`src/rtl/fft_reorder.sv`:
```
// fft_reorder: ping-pong buffer turning bit-reversed FFT bins into natural order.
// Ports: clk/rst (sync, active-high); din_i/din_q/valid_in/sof_in/in_ready accept
// bit-reversed bins; dout_i/dout_q/dout_index/valid_out/eof_out/dout_ready deliver
// natural-order bins. Macro FFT_REORDER_OVF_FLAG_EN adds a sticky ovf_err output.
module fft_reorder #(
  parameter int SAMPLE_WORD_LENGTH = 8,
  parameter int FFT_POINTS = 16,
  localparam int ADDR_WIDTH = $clog2(FFT_POINTS)
) (
  input  logic clk,
  input  logic rst,
  input  logic signed [SAMPLE_WORD_LENGTH-1:0] din_i,
  input  logic signed [SAMPLE_WORD_LENGTH-1:0] din_q,
  input  logic valid_in,
  input  logic sof_in,
  output logic in_ready,
  output logic signed [SAMPLE_WORD_LENGTH-1:0] dout_i,
  output logic signed [SAMPLE_WORD_LENGTH-1:0] dout_q,
  output logic [ADDR_WIDTH-1:0] dout_index,
  output logic valid_out,
  output logic eof_out,
  input  logic dout_ready
`ifdef FFT_REORDER_OVF_FLAG_EN
  ,
  output logic ovf_err
`endif
);
  localparam int W = SAMPLE_WORD_LENGTH;
  localparam logic [ADDR_WIDTH-1:0] LAST = ADDR_WIDTH'(FFT_POINTS - 1);
  logic [2*W-1:0] mem_q [2][FFT_POINTS];
  logic [1:0] full_q, full_d;
  logic wb_q, wb_d, rb_q, rb_d;
  logic [ADDR_WIDTH-1:0] wcnt_q, wcnt_d, rcnt_q, rcnt_d, wr_addr;
  logic accept, xfer, wr_done, rd_done;
  logic [2*W-1:0] rd_data;
  function automatic logic [ADDR_WIDTH-1:0] bitrev(input logic [ADDR_WIDTH-1:0] a);
    for (int i = 0; i < ADDR_WIDTH; i++) bitrev[i] = a[ADDR_WIDTH-1-i];
  endfunction
  always_comb begin
    in_ready = !full_q[wb_q];
    accept = valid_in && in_ready;
    valid_out = full_q[rb_q];
    xfer = valid_out && dout_ready;
    wr_addr = sof_in ? '0 : bitrev(wcnt_q);
    wr_done = accept && !sof_in && wcnt_q == LAST;
    rd_done = xfer && rcnt_q == LAST;
    // wcnt wraps to 0 naturally on the last bin of a frame
    wcnt_d = !accept ? wcnt_q : sof_in ? ADDR_WIDTH'(1) : wcnt_q + 1'b1;
    rcnt_d = xfer ? rcnt_q + 1'b1 : rcnt_q;
    wb_d = wb_q ^ wr_done;
    rb_d = rb_q ^ rd_done;
    // a write completion needs !full[wb], a read completion needs full[rb]: never the same bank
    full_d = full_q;
    if (wr_done) full_d[wb_q] = 1'b1;
    if (rd_done) full_d[rb_q] = 1'b0;
    rd_data = mem_q[rb_q][rcnt_q];
    dout_i = valid_out ? rd_data[2*W-1:W] : '0;
    dout_q = valid_out ? rd_data[W-1:0] : '0;
    dout_index = valid_out ? rcnt_q : '0;
    eof_out = valid_out && rcnt_q == LAST;
  end
  always_ff @(posedge clk) begin
    if (rst) begin
      full_q <= '0;
      wb_q <= 1'b0;
      rb_q <= 1'b0;
      wcnt_q <= '0;
      rcnt_q <= '0;
    end else begin
      full_q <= full_d;
      wb_q <= wb_d;
      rb_q <= rb_d;
      wcnt_q <= wcnt_d;
      rcnt_q <= rcnt_d;
    end
  end
  always_ff @(posedge clk) begin
    if (accept) mem_q[wb_q][wr_addr] <= {din_i, din_q};
  end
`ifdef FFT_REORDER_OVF_FLAG_EN
  logic ovf_q, ovf_d;
  always_comb begin
    ovf_d = ovf_q | (valid_in && !in_ready) | (accept && sof_in && wcnt_q != '0);
    ovf_err = ovf_q;
  end
  always_ff @(posedge clk) begin
    if (rst) ovf_q <= 1'b0;
    else ovf_q <= ovf_d;
  end
`endif
endmodule

```
`config.mk`:
```
export PLATFORM = sky130hd
export DESIGN_NAME = fft_reorder
export DESIGN_NICKNAME = d
export VERILOG_FILES = /design/src/rtl/fft_reorder.sv
export SDC_FILE = /design/constraint.sdc
export NUM_CORES = 1
export LEC_CHECK = 0
export BUFFER_PORTS_ARGS = -buffer_cell sky130_fd_sc_hd__buf_2
export CORE_MARGIN = 1
export CORE_UTILIZATION = 54
export DETAILED_ROUTE_END_ITERATION = 12
export GPL_TIMING_DRIVEN = 0
export PLACE_DENSITY_LB_ADDON = 0.05
export SLEW_MARGIN = 10
export SYNTH_ARGS = -nofsm -noshare
export SYNTH_HDL_FRONTEND = slang
export SYNTH_SLANG_ARGS = --single-unit
export TNS_END_PERCENT = 20
```
`constraint.sdc`:
```
create_clock -name clk -period 3.1 [get_ports clk]
set_input_delay 0.465 -clock clk [delete_from_list [all_inputs] [get_ports clk]]
set_output_delay 0.465 -clock clk [all_outputs]
set_load 0.05 [all_outputs]
```
After elaboration in Yosys (flattened, before gate mapping)
Memory sizes are Yosys's and may differ from the RTL's. A register that Yosys moved wholly into a read port is not among the register bits. Cells that the tools add are included.

Add/subtract/negate cells: 2. $mul: 0. Divide/modulo/power cells: 0. Magnitude comparators: 7. Equal/unequal tests: 2. Shift operators: 0. Muxes and demuxes: 23. Bitwise operators: 7. Reduce and logical (&&, ||, !) cells: 11.

Operators by type and width (count): $mux 256 (1); $bmux 16 s4 (1); $demux 16 s4 (1); $mux 16 (3); $mux 8 (2); $mux 4 (3); $ge 5x5->1 const B (2); $not 4->5 (2); $logic_and 1x1->1 (9); $add 4x1->4 const B (2); $eq 4x4->1 const B (2); $mux 1 (8); $lt 5x1->1 const B (1); $lt 1x2->1 const B (2); $mux 2 (2); $and 2x2->2 (1); $demux 1 s1 (2); $ge 1x1->1 const B (2); $logic_not 1->1 (2); $not 2->2 (1); $or 2x2->2 (1); $xor 1x1->1 (2).

Flip-flop bits (word level): 12. Latch bits: 0. Bits in writable memories: 512. Bits in read-only memories: 0. Input bits: 21. Output and inout port bits: 23. Logic and storage cells: 58. Memories: 1.

Memories: mem_q (depth 2, bits a word 256, rd ports 1, clocked after memory_dff 1, write ports 1, RTL line 30) `logic [2*W-1:0] mem_q [2][FFT_POINTS];`.

Depth between registers and ports, before layout
Gate-level depths: netlist of run 1.

Depth after elaboration: 9. Mapped depth: 9. Mapped depth without buffers: 5.

Worst setup path after synthesis of run 1
No wires, ideal clock.

Path kind: register to output. From: reg rb_q. To: out dout_i[4]. Arrival: 2.516 ns. Path slack: 0.119 ns. Cell stages (with the launch flop): 10. Cells stage by stage: dfxtp_1 -> buf_6 -> buf_6 -> buf_6 -> buf_6 -> buf_4 -> mux2i_1 -> a22oi_1 -> a21oi_1 -> nor3_1.

Longest elaborated chain between the ends: 3.

Ends and longest elaborated chain: start, declared (RTL line 32) `logic wb_q, wb_d, rb_q, rb_d;`; start signal, assigned (RTL line 72) `rb_q <= rb_d;`; $mux 1 (implied by the code) (2 in a row) (RTL line 42) `valid_out = full_q[rb_q];`; $mux 8 (RTL line 57) `dout_i = valid_out ? rd_data[2*W-1:W] : '0;`; end, declared (RTL line 17) `output logic signed [SAMPLE_WORD_LENGTH-1:0] dout_i,`.

No other way between the ends. The select of a mux whose other input is x is not followed.

Final worst setup path of run 1
From: reg rb_q. To: out dout_q[0].

Longest elaborated chain between the ends: 3.

Ends and longest elaborated chain: $mux 1 (implied by the code) (2 in a row) (RTL line 42); $mux 8 (RTL line 58) `dout_q = valid_out ? rd_data[W-1:0] : '0;`; end, declared (RTL line 18) `output logic signed [SAMPLE_WORD_LENGTH-1:0] dout_q,`.

No other way between the ends. The select of a mux whose other input is x is not followed.

==> results.py, run 1 <==
metrics = {
    "outcome": {
        "status": "complete, but fails checks",
        "violations": "negative setup slack",
    },
    "worst_hold_path": {
        "hold_path_end": "full_q[0]$_SDFF_PP0_",
        "hold_class": "input pin to flop",
        "worstHoldStart": "rst",
        "hold_depth": 2,
    },
    "timing": {
        "grt_setup_unrepaired": "true",
        "fin_crit_ns": 3.297,
        "slew_violations": 0,
        "fin_tns_setup_ns": -2.813,
        "finalCritPeriodShare_pct": 106.3,
        "worst_slew_pin_slew_ns": 0.9762,
        "timing.final.ws_setup_ns": -0.1966,
        "max_clock_freq_ghz": 0.3033,
        "slew_headroom_pct": 34.48,
        "hold_viol_final": 0,
        "finClkSkew_ns": 0.01603,
        "finalSetupViolations": 16,
    },
    "final_layout": {
        "fill_cells": 2445,
        "layout-drive-gt1-share_pct": 35.80,
        "multi_input_area_sq_um": 4747,
        "fin_nets": 1127,
        "syn2layout_area_growth_pct": 19.72,
        "seqCellArea_sq_um": 15620,
        "diodes": 0,
        "utilization_pct": 66.08,
        "finalNonFillerCells": 1652,
    },
    "yosys": {
        "synth.most_common_cell": "edfxtp_1",
        "netlist.area_leader.share_pct": 75.55,
        "seq_area_frac_synth_pct": 76.73,
        "syn_area_sq_um": 20350,
        "yosysUniqueCellTypes": 37,
        "synth_edf_count": 512,
        "synth.avg_cell_area_sq_um": 21.18,
        "syn-instance-count": 961,
        "synth_common_cells": "edfxtp_1 (512), mux4_2 (112), mux2i_1 (64)",
        "synth_area_leader_cell": "edfxtp_1",
        "syn-num-nets": 984,
        "ys_async_sr_fraction_pct": 0,
        "yosysWarnings": 0,
        "synthFlopType": "edfxtp_1",
        "yosys-top-cells-area": "edfxtp_1 (76%), mux4_2 (12%), mux2i_1 (3.1%)",
        "ys_ff_latch": 524,
    },
    "critical_path": {
        "crit_arrival_ns": 2.83,
        "rrSetupSlack_ns": 0.14,
        "start_kind": "flop",
        "rr_endpoint": "mem_q[1][155]$_DFFE_PP_",
        "worst_ep_required_time_ns": 2.63,
        "r2r_cells": 6,
        "path_max_fanout": 8,
        "r2r_start": "wb_q$_SDFF_PP0_",
        "cp-end-kind": "primary output",
        "worstSetupPathType": "flop to primary output",
    },
    "die": {
        "dieArea_sq_um": 38470,
        "chipHeight_um": 196.1,
        "core_area_sq_um": 36870,
        "io-pin-count": 44,
        "start_util_pct": 55.19,
        "die_w_um": 196.1,
        "num_rows": 70,
    },
    "place": {
        "gp_congestion": 0.8788,
        "port_buffers": 42,
        "hpwlAfterDp_mm": 30.49,
        "dpl.cell_count": 1539,
        "place_ws_ns": -0.2096,
    },
    "global_route": {
        "grt_max_degree": 33,
        "grt_pass1_wl_mm": 68.48,
        "overflow": 0,
        "grt_usage_pct": 25.58,
        "grt_pass1_vias": 9892,
        "antenna_found_initial": 0,
    },
    "clock_tree": {
        "root_buffer": "clkbuf_16",
        "cts_htree_levels": 2,
        "cts_tree": "yes",
        "clk_path_buf_depth": 3,
        "cts.clk_slew.worst_paths_ns": 0.06,
        "clkLatencyLatePin_ns": 0.59,
        "cts.sink_count": 524,
        "cts_made_buffers": 52,
    },
    "detailed_routing": {
        "remaining_drc_errors": 0,
        "wire_per_inst_um": 28.86,
        "viasPerCell": 6.027,
        "drtIter0Drc": 809,
        "drt_wl_total_mm": 47.67,
        "antenna_left": 0,
        "drtPass1Iterations": 5,
        "vias": 9957,
    },
    "pwr": {
        "p_per_area_nw_per_um2": 612.0,
        "peakVddDrop_mv": 0.4819,
        "p_leak_nw": 7.562,
    },
    "job": {
        "drv_cap": 0,
    },
}
## metal layers
layer | GRT usage, % | vias to the layer above | wire length, um
met4 | 9.867 | 0 | 1593
li1 | - | 4295 | -
met5 | 0 | - | 0
met2 | 40.49 | 362 | 23210
met3 | 2.940 | 74 | 2607
met1 | 37.08 | 5226 | 20260
## sequential cells by signal, summed over array words and instances (netlist names)
register  count
rcnt_q        4
full_q        2
wcnt_q        4
mem_q       512
rb_q          1
wb_q          1
## per-stage QoR
step / hold WS (ns) / total power [mW] / area, sq um
final: 0.1364 / 14.91 / 24360
after global routing: 0.1358 / 15.29 / 24360
after CTS: 0.1185 / 15.01 / 24110
after detailed placement: 0.5477 / 8.203 / 21740
after global placement: 0.5061 / 8.184 / 21190
after floorplan: 0.4863 / 8.020 / 20350
## placed cells by master, fill, tap and decap left out, types with 12 or more instances in the layout
cell type | netlist | routed
a21oi_1 | 20 | 19
a22oi_1 | 32 | 30
buf_2 | 12 | 28
buf_4 | 5 | 24
buf_6 | 9 | 20
buf_8 | 0 | 30
clkbuf_1 | 19 | 20
clkbuf_16 | 0 | 57
clkbuf_2 | 0 | 13
edfxtp_1 | 512 | 512
mux2_2 | 17 | 12
mux2i_1 | 64 | 64
mux4_2 | 112 | 112
nand2_1 | 12 | 12
nor2_1 | 45 | 12
nor2_2 | 0 | 31
o22ai_2 | 0 | 12
## cell type report
cell class | count | area share [%]
Tap cell | 504 | 2.588
Clock inverter | 23 | 1.633
Sequential cell | 524 | 64.10
Multi-Input combinational cell | 379 | 19.48
Clock buffer | 75 | 6.111
Buffer | 52 | 1.993
Timing Repair Buffer | 90 | 4.000
Inverter | 5 | 0.08730
## power breakdown
part	switching [mW]	leakage, nW	internal [mW]
registers	0.00677	4.71	7.80
clock network	2.60	0.922	4.25
logic	0.198	1.93	0.0620
total	2.80	7.56	12.1
## kinds of logic (layout without fill, tap and decap cells)
family	after synthesis	count (layout)	share of synthesized area (%)
simple gates	100	100	2.299
compound gates	79	79	2.558
fa+ha+maj	2	2	0.1229
xor+xnor	4	4	0.1721
flops	524	524	76.73
buf+inv	58	245	1.568
mux	194	194	16.55
## worst max-delay path, stage by stage (launching register included)
cell	delay, ns
dfxtp_4	0.38
buf_12	0.18
buf_16	0.14
mux4_2	0.54
mux4_2	0.59
o22ai_2	0.15
nor3_2	0.08
buf_6	0.17
## worst max path at each step
stage,start,endpoint,cells after the start
after floorplan,rb_q$_SDFF_PP0_,dout_i[4],9
after global placement,wb_q$_SDFF_PP0_,mem_q[0][221]$_DFFE_PP_,5
after detailed placement,rcnt_q[0]$_SDFFE_PP0P_,dout_q[0],6
after CTS,rb_q$_SDFF_PP0_,dout_i[2],8
after global routing,rb_q$_SDFF_PP0_,dout_q[0],7
final,rb_q$_SDFF_PP0_,dout_q[0],7
## what timing repair did
item,CTS,global route
resized for setup,108,34
hold buffers,0,0
pin swaps,19,5
cloned,2,4
endpoints found under the setup margin,21,32
buffers inserted,3,8
Note: power is estimated with default switching activity, not from simulation.
==> run 2, diff against run 1 <==
--- a/config.mk
+++ b/config.mk
@@ -11,6 +11,7 @@
 export DETAILED_ROUTE_END_ITERATION = 12
 export GPL_TIMING_DRIVEN = 0
 export PLACE_DENSITY_LB_ADDON = 0.05
+export SKIP_CTS_REPAIR_TIMING = 1
 export SLEW_MARGIN = 10
 export SYNTH_ARGS = -nofsm -noshare
 export SYNTH_HDL_FRONTEND = slang
==> run 2 against run 1 <==
Net effect:
- the run still ends with negative setup slack left
- critical path depth rose by 1
- non-clock buffer count fell by 1
- die area did not move
- combinational power barely moved
- critical path type unchanged
- largest power group unchanged
==> results.py, run 2 (same netlist as run 1, synthesis figures left out) <==
metrics = {
    "critical_path": {
        "worstSetupPathType": "flop to primary output",
        "path_max_fanout": 11,
        "cp-end-kind": "primary output",
        "crit_arrival_ns": 2.88,
        "rrSetupSlack_ns": 0.12,
        "slowest_delay_ns": 0.54,
        "r2r_cells": 6,
        "rr_endpoint": "mem_q[0][217]$_DFFE_PP_",
        "critPathMostFrequentCell": "buf_12",
        "start_kind": "flop",
        "path_cells": "buf_12 > buf_16 > buf_12 > mux4_2 > mux2_2 > o22ai_2 > nor3_2 > buf_4",
        "slowest_stage": "mux4_2",
        "worst_ep_required_time_ns": 2.63,
        "r2r_start": "wb_q$_SDFF_PP0_",
    },
    "final_layout": {
        "fill_cells": 2463,
        "largest_register": "mem_q",
        "syn2layout_area_growth_pct": 19.28,
        "finalNonFillerCells": 1651,
        "fin_area_sq_um": 24270,
        "layout-drive-gt1-share_pct": 35.48,
        "fin_nets": 1126,
        "largest_reg_flops": 512,
        "multi_input_area_sq_um": 4717,
        "largest_registers": "mem_q (512), rcnt_q (4), wcnt_q (4)",
        "layout_commonest_cell": "edfxtp_1",
        "diodes": 0,
        "final_cell_mix": "edfxtp_1 (512), mux4_2 (112), mux2i_1 (64), clkbuf_16 (57)",
        "seqCellArea_sq_um": 15620,
        "utilization_pct": 65.83,
    },
    "worst_hold_path": {
        "hold_class": "input pin to flop",
        "hold_depth": 2,
        "worstHoldStart": "rst",
        "hold_path_end": "full_q[0]$_SDFF_PP0_",
    },
    "detailed_routing": {
        "wire_per_inst_um": 28.83,
        "vias": 9927,
        "remaining_drc_errors": 0,
        "drt_wl_total_mm": 47.60,
        "antenna_left": 0,
        "drtIter0Drc": 875,
        "viasPerCell": 6.013,
        "drtPass1Iterations": 5,
    },
    "place": {
        "place_ws_ns": -0.2096,
        "dpl.cell_count": 1539,
        "port_buffers": 42,
        "postPlaceCellArea_sq_um": 21740,
        "gp_congestion": 0.8788,
        "hpwlAfterDp_mm": 30.49,
    },
    "global_route": {
        "grt_pass1_wl_mm": 67.76,
        "grt_pass1_vias": 9814,
        "grt_usage_pct": 25.33,
        "overflow": 0,
        "busiest_layer": "met2",
        "grt_max_degree": 33,
        "met3_usage_pct": 3.283,
        "grt_util_met2_pct": 40.19,
        "antenna_found_initial": 0,
        "grt_use_met1_pct": 36.45,
    },
    "die": {
        "dieArea_sq_um": 38470,
        "io-pin-count": 44,
        "start_util_pct": 55.19,
        "num_rows": 70,
        "die_w_um": 196.1,
        "chipHeight_um": 196.1,
        "core_area_sq_um": 36870,
    },
    "timing": {
        "slew_headroom_pct": 32.23,
        "worst_slew_pin_slew_ns": 1.010,
        "hold_ws_ns": 0.1331,
        "grt_setup_unrepaired": "true",
        "fin_crit_ns": 3.341,
        "finalCritPeriodShare_pct": 107.8,
        "finClkSkew_ns": 0.01526,
        "max_clock_freq_ghz": 0.2993,
        "timing.final.ws_setup_ns": -0.2410,
        "slew_violations": 0,
        "finalSetupViolations": 16,
        "fin_tns_setup_ns": -3.274,
        "hold_viol_final": 0,
    },
    "pwr": {
        "peakVddDrop_mv": 0.4849,
        "p_per_area_nw_per_um2": 614.7,
        "p_leak_nw": 7.522,
        "p_total_mw": 14.92,
    },
    "clock_tree": {
        "root_buffer": "clkbuf_16",
        "cts_made_buffers": 52,
        "cts.sink_count": 524,
        "cts.clk_slew.worst_paths_ns": 0.06,
        "cts_tree": "yes",
        "cts_htree_levels": 2,
        "clkLatencyLatePin_ns": 0.60,
        "clk_path_buf_depth": 3,
    },
    "job": {
        "drv_cap": 0,
    },
    "outcome": {
        "status": "complete, but fails checks",
        "violations": "negative setup slack",
    },
}
## run 2: changes by cell type in the layout (fill, tap and decap cells not counted), sizes merged
| cell | change |
|---|---|
| buf | -7 |
| clkdlybuf4s15 | -1 |
| clkbuf | +7 |
## run 2: how the worst max path moves through the flow
stage	startpoint	to	slack [ns]	cells after the start
4_1_cts	rcnt_q[0]$_SDFFE_PP0P_	dout_q[0]	-0.84	6
2_1_floorplan	rb_q$_SDFF_PP0_	dout_i[4]	0.12	9
5_1_grt	rb_q$_SDFF_PP0_	dout_q[0]	-0.29	7
3_5_place_dp	rcnt_q[0]$_SDFFE_PP0P_	dout_q[0]	-0.21	6
6_report	rb_q$_SDFF_PP0_	dout_q[1]	-0.24	8
3_3_place_gp	wb_q$_SDFF_PP0_	mem_q[0][221]$_DFFE_PP_	-0.45	5
## run 2: final cells by class
cell class | instances | share of cell area (%)
tap | 504 | 2.598
sequential | 524 | 64.34
multi-input combinational | 379 | 19.43
clock buffer | 75 | 6.134
timing repair buffer | 88 | 3.809
inverter | 5 | 0.07732
buffer | 53 | 1.969
clock inverter | 23 | 1.639
## run 2: layer usage
metal / vias to the layer above / wire (um)
met4: 0 / 1663
met2: 369 / 23170
li1: 4293 / -
met5: - / 0
met1: 5194 / 20110
met3: 71 / 2660
## run 2: where the power goes
| group | total, mW | switching (mW) | internal [mW] |
|---|---|---|---|
| registers | 7.80 | 0.00674 | 7.79 |
| logic | 0.258 | 0.196 | 0.0617 |
| clock network | 6.86 | 2.61 | 4.25 |
| total | 14.9 | 2.81 | 12.1 |
## run 2: worst max-delay path, delay by kind of cell, from the launching register on
kind | cells | cell delay (ns)
AO/OA/AOI/OAI | 1 | 0.20
AND/OR/NAND/NOR | 1 | 0.08
buffers and inverters | 4 | 0.70
flip-flops | 1 | 0.39
multiplexers | 2 | 0.87
==> run 3, diff against run 2 <==
--- a/config.mk
+++ b/config.mk
@@ -6,11 +6,13 @@
 export NUM_CORES = 1
 export LEC_CHECK = 0
 export BUFFER_PORTS_ARGS = -buffer_cell sky130_fd_sc_hd__buf_2
+export CAP_MARGIN = 40
 export CORE_MARGIN = 1
 export CORE_UTILIZATION = 54
 export DETAILED_ROUTE_END_ITERATION = 12
 export GPL_TIMING_DRIVEN = 0
 export PLACE_DENSITY_LB_ADDON = 0.05
+export RECOVER_POWER = 100
 export SKIP_CTS_REPAIR_TIMING = 1
 export SLEW_MARGIN = 10
 export SYNTH_ARGS = -nofsm -noshare
==> run 3 against run 2 <==
Net effect:
- the flow finishes with violations (max-capacitance violations, max-slew violations, negative setup slack)
- critical path depth fell by 1
- non-clock buffer count is 2 higher
- critical endpoint is now dout_i[5]
- final cell count decreased by 0.12%
- die area stayed put
- first-iteration DRC count rose by 2.1%
- clock power down 16%
- fmax increased by 0.52%
- clock-buffer cell count fell by 4
==> results.py, run 3 (same netlist as run 1, synthesis figures left out) <==
metrics = {
    "final_layout": {
        "layout-drive-gt1-share_pct": 32.75,
        "largest_register": "mem_q",
        "largest_registers": "mem_q (512), rcnt_q (4), wcnt_q (4)",
        "layout_commonest_cell": "edfxtp_1",
        "fill_cells": 2506,
        "fin_area_sq_um": 23920,
        "syn2layout_area_growth_pct": 17.52,
        "diodes": 0,
        "fin_nets": 1128,
        "final_cell_mix": "edfxtp_1 (512), mux4_2 (112), mux2i_1 (64), clkbuf_16 (56), clkbuf_1 (38)",
        "largest_reg_flops": 512,
    },
    "timing": {
        "fin_crit_ns": 3.324,
        "slew_headroom_pct": -22.02,
        "finalSetupViolations": 16,
        "finalCritPeriodShare_pct": 107.2,
        "finClkSkew_ns": 0.01865,
        "hold_viol_final": 0,
        "worst_slew_pin_slew_ns": 1.830,
        "slew_violations": 462,
        "grt_setup_unrepaired": "true",
        "max_clock_freq_ghz": 0.3009,
        "timing.final.ws_setup_ns": -0.2237,
        "fin_tns_setup_ns": -3.157,
    },
    "clock_tree": {
        "cts_tree": "yes",
        "clkLatencyLatePin_ns": 0.59,
        "cts_htree_levels": 2,
        "cts.sink_count": 524,
        "cts_made_buffers": 52,
        "root_buffer": "clkbuf_16",
        "clk_path_buf_depth": 3,
        "cts.clk_slew.worst_paths_ns": 0.06,
    },
    "outcome": {
        "violations": "max-capacitance violations, max-slew violations, negative setup slack",
        "status": "complete, but fails checks",
    },
    "worst_hold_path": {
        "hold_class": "input pin to flop",
        "worstHoldStart": "rst",
        "hold_path_end": "full_q[0]$_SDFF_PP0_",
        "hold_depth": 2,
    },
    "detailed_routing": {
        "drt_wl_total_mm": 47.23,
        "viasPerCell": 5.978,
        "wl_met3_mm": 2.995,
        "wire_per_inst_um": 28.64,
        "vias": 9857,
        "drtPass1Iterations": 4,
        "top_layer": "met4",
        "route.met2.wl_mm": 23.19,
        "met1_length_mm": 19.65,
        "drtIter0Drc": 893,
        "remaining_drc_errors": 0,
        "antenna_left": 0,
    },
    "pwr": {
        "peakVddDrop_mv": 0.4628,
        "p_leak_nw": 7.327,
        "p_per_area_nw_per_um2": 578.4,
    },
    "global_route": {
        "grt_usage_pct": 25.05,
        "grt_pass1_wl_mm": 67.03,
        "grt_pass1_vias": 9838,
        "grt_max_degree": 33,
        "antenna_found_initial": 0,
        "overflow": 0,
    },
    "place": {
        "gp_congestion": 0.8788,
        "port_buffers": 42,
        "postPlaceCellArea_sq_um": 21770,
        "hpwlAfterDp_mm": 30.52,
    },
    "die": {
        "chipHeight_um": 196.1,
        "io-pin-count": 44,
        "num_rows": 70,
        "start_util_pct": 55.19,
        "core_area_sq_um": 36870,
        "dieArea_sq_um": 38470,
        "die_w_um": 196.1,
    },
    "critical_path": {
        "path_max_fanout": 5,
        "r2r_cells": 6,
        "cp-end-kind": "primary output",
        "rrSetupSlack_ns": 0.11,
        "start_kind": "flop",
        "r2r_start": "wb_q$_SDFF_PP0_",
        "rr_endpoint": "mem_q[0][219]$_DFFE_PP_",
        "crit_arrival_ns": 2.86,
        "worstSetupPathType": "flop to primary output",
        "worst_ep_required_time_ns": 2.63,
    },
    "job": {
        "drv_cap": 14,
    },
}
==> run 3: changes by cell type in the layout (fill, tap and decap cells not counted), moves of 2 or more <==
| cell | change |
|---|---|
| clkinv_1 | +8 |
| clkinv_2 | +4 |
| clkbuf_1 | +17 |
| clkbuf_2 | -3 |
| clkbuf_8 | -3 |
| buf_2 | -15 |
| clkbuf_4 | -2 |
| buf_6 | +6 |
| bufinv_16 | -11 |
==> run 3: final cells by class <==
| type | instances | area (sq um) | share of cell area (%) |
|---|---|---|---|
| repair buffers | 90 | 917.1 | 3.835 |
| multi-input cells | 379 | 4705 | 19.67 |
| inverters | 5 | 18.77 | 0.07848 |
| clock inverters | 23 | 110.1 | 0.4604 |
| flip-flops and latches | 524 | 15620 | 65.31 |
| clock buffers | 71 | 1444 | 6.037 |
| well taps | 504 | 630.6 | 2.637 |
| plain buffers | 53 | 471.7 | 1.972 |
==> run 3: per-layer routing <==
layer	vias up	track usage (%)
met2	341	39.83
met1	5154	35.11
li1	4299	-
met4	0	9.317
met3	63	4.487
met5	-	0
==> run 3: worst max-delay path by stage <==
stage | start | slack (ns) | end | depth (start not counted)
after CTS | rcnt_q[2]$_SDFFE_PP0P_ | -0.79 | dout_i[5] | 8
after global routing | rb_q$_SDFF_PP0_ | -0.28 | dout_i[5] | 7
after global placement | wb_q$_SDFF_PP0_ | -0.45 | mem_q[0][221]$_DFFE_PP_ | 5
after detailed placement | rcnt_q[2]$_SDFFE_PP0P_ | -0.15 | dout_i[5] | 8
final | rb_q$_SDFF_PP0_ | -0.22 | dout_i[5] | 7
after floorplan | rb_q$_SDFF_PP0_ | 0.12 | dout_i[4] | 9
==> run 3: through the flow <==
step	hold slack (ns)	util (%)	power [mW]	setup slack, ns	std cells
after floorplan	0.4863	-	8.020	0.1191	961
after global routing	0.1353	64.86	14.18	-0.2803	1649
final	0.1325	64.86	13.83	-0.2237	1649
after detailed placement	0.5473	59.04	8.202	-0.1520	1542
after global placement	0.5061	57.47	8.184	-0.4472	1507
after CTS	0.1190	63.26	13.92	-0.7897	1636
==> run 3: report_power, final <==
| group | internal (mW) | switching [mW] | leakage [nW] |
|---|---|---|---|
| Combinational | 0.0596 | 0.195 | 1.84 |
| Sequential | 7.80 | 0.00662 | 4.71 |
| Clock | 3.24 | 2.53 | 0.772 |
==> run 3: critical path: stages, from the launching register on <==
cell and delay, ns:
dfxtp_4 0.39, buf_12 0.16, clkbuf_16 0.16, mux4_2 0.56, mux4_2 0.58, o22ai_2 0.16, nor3_2 0.08, buf_6 0.17
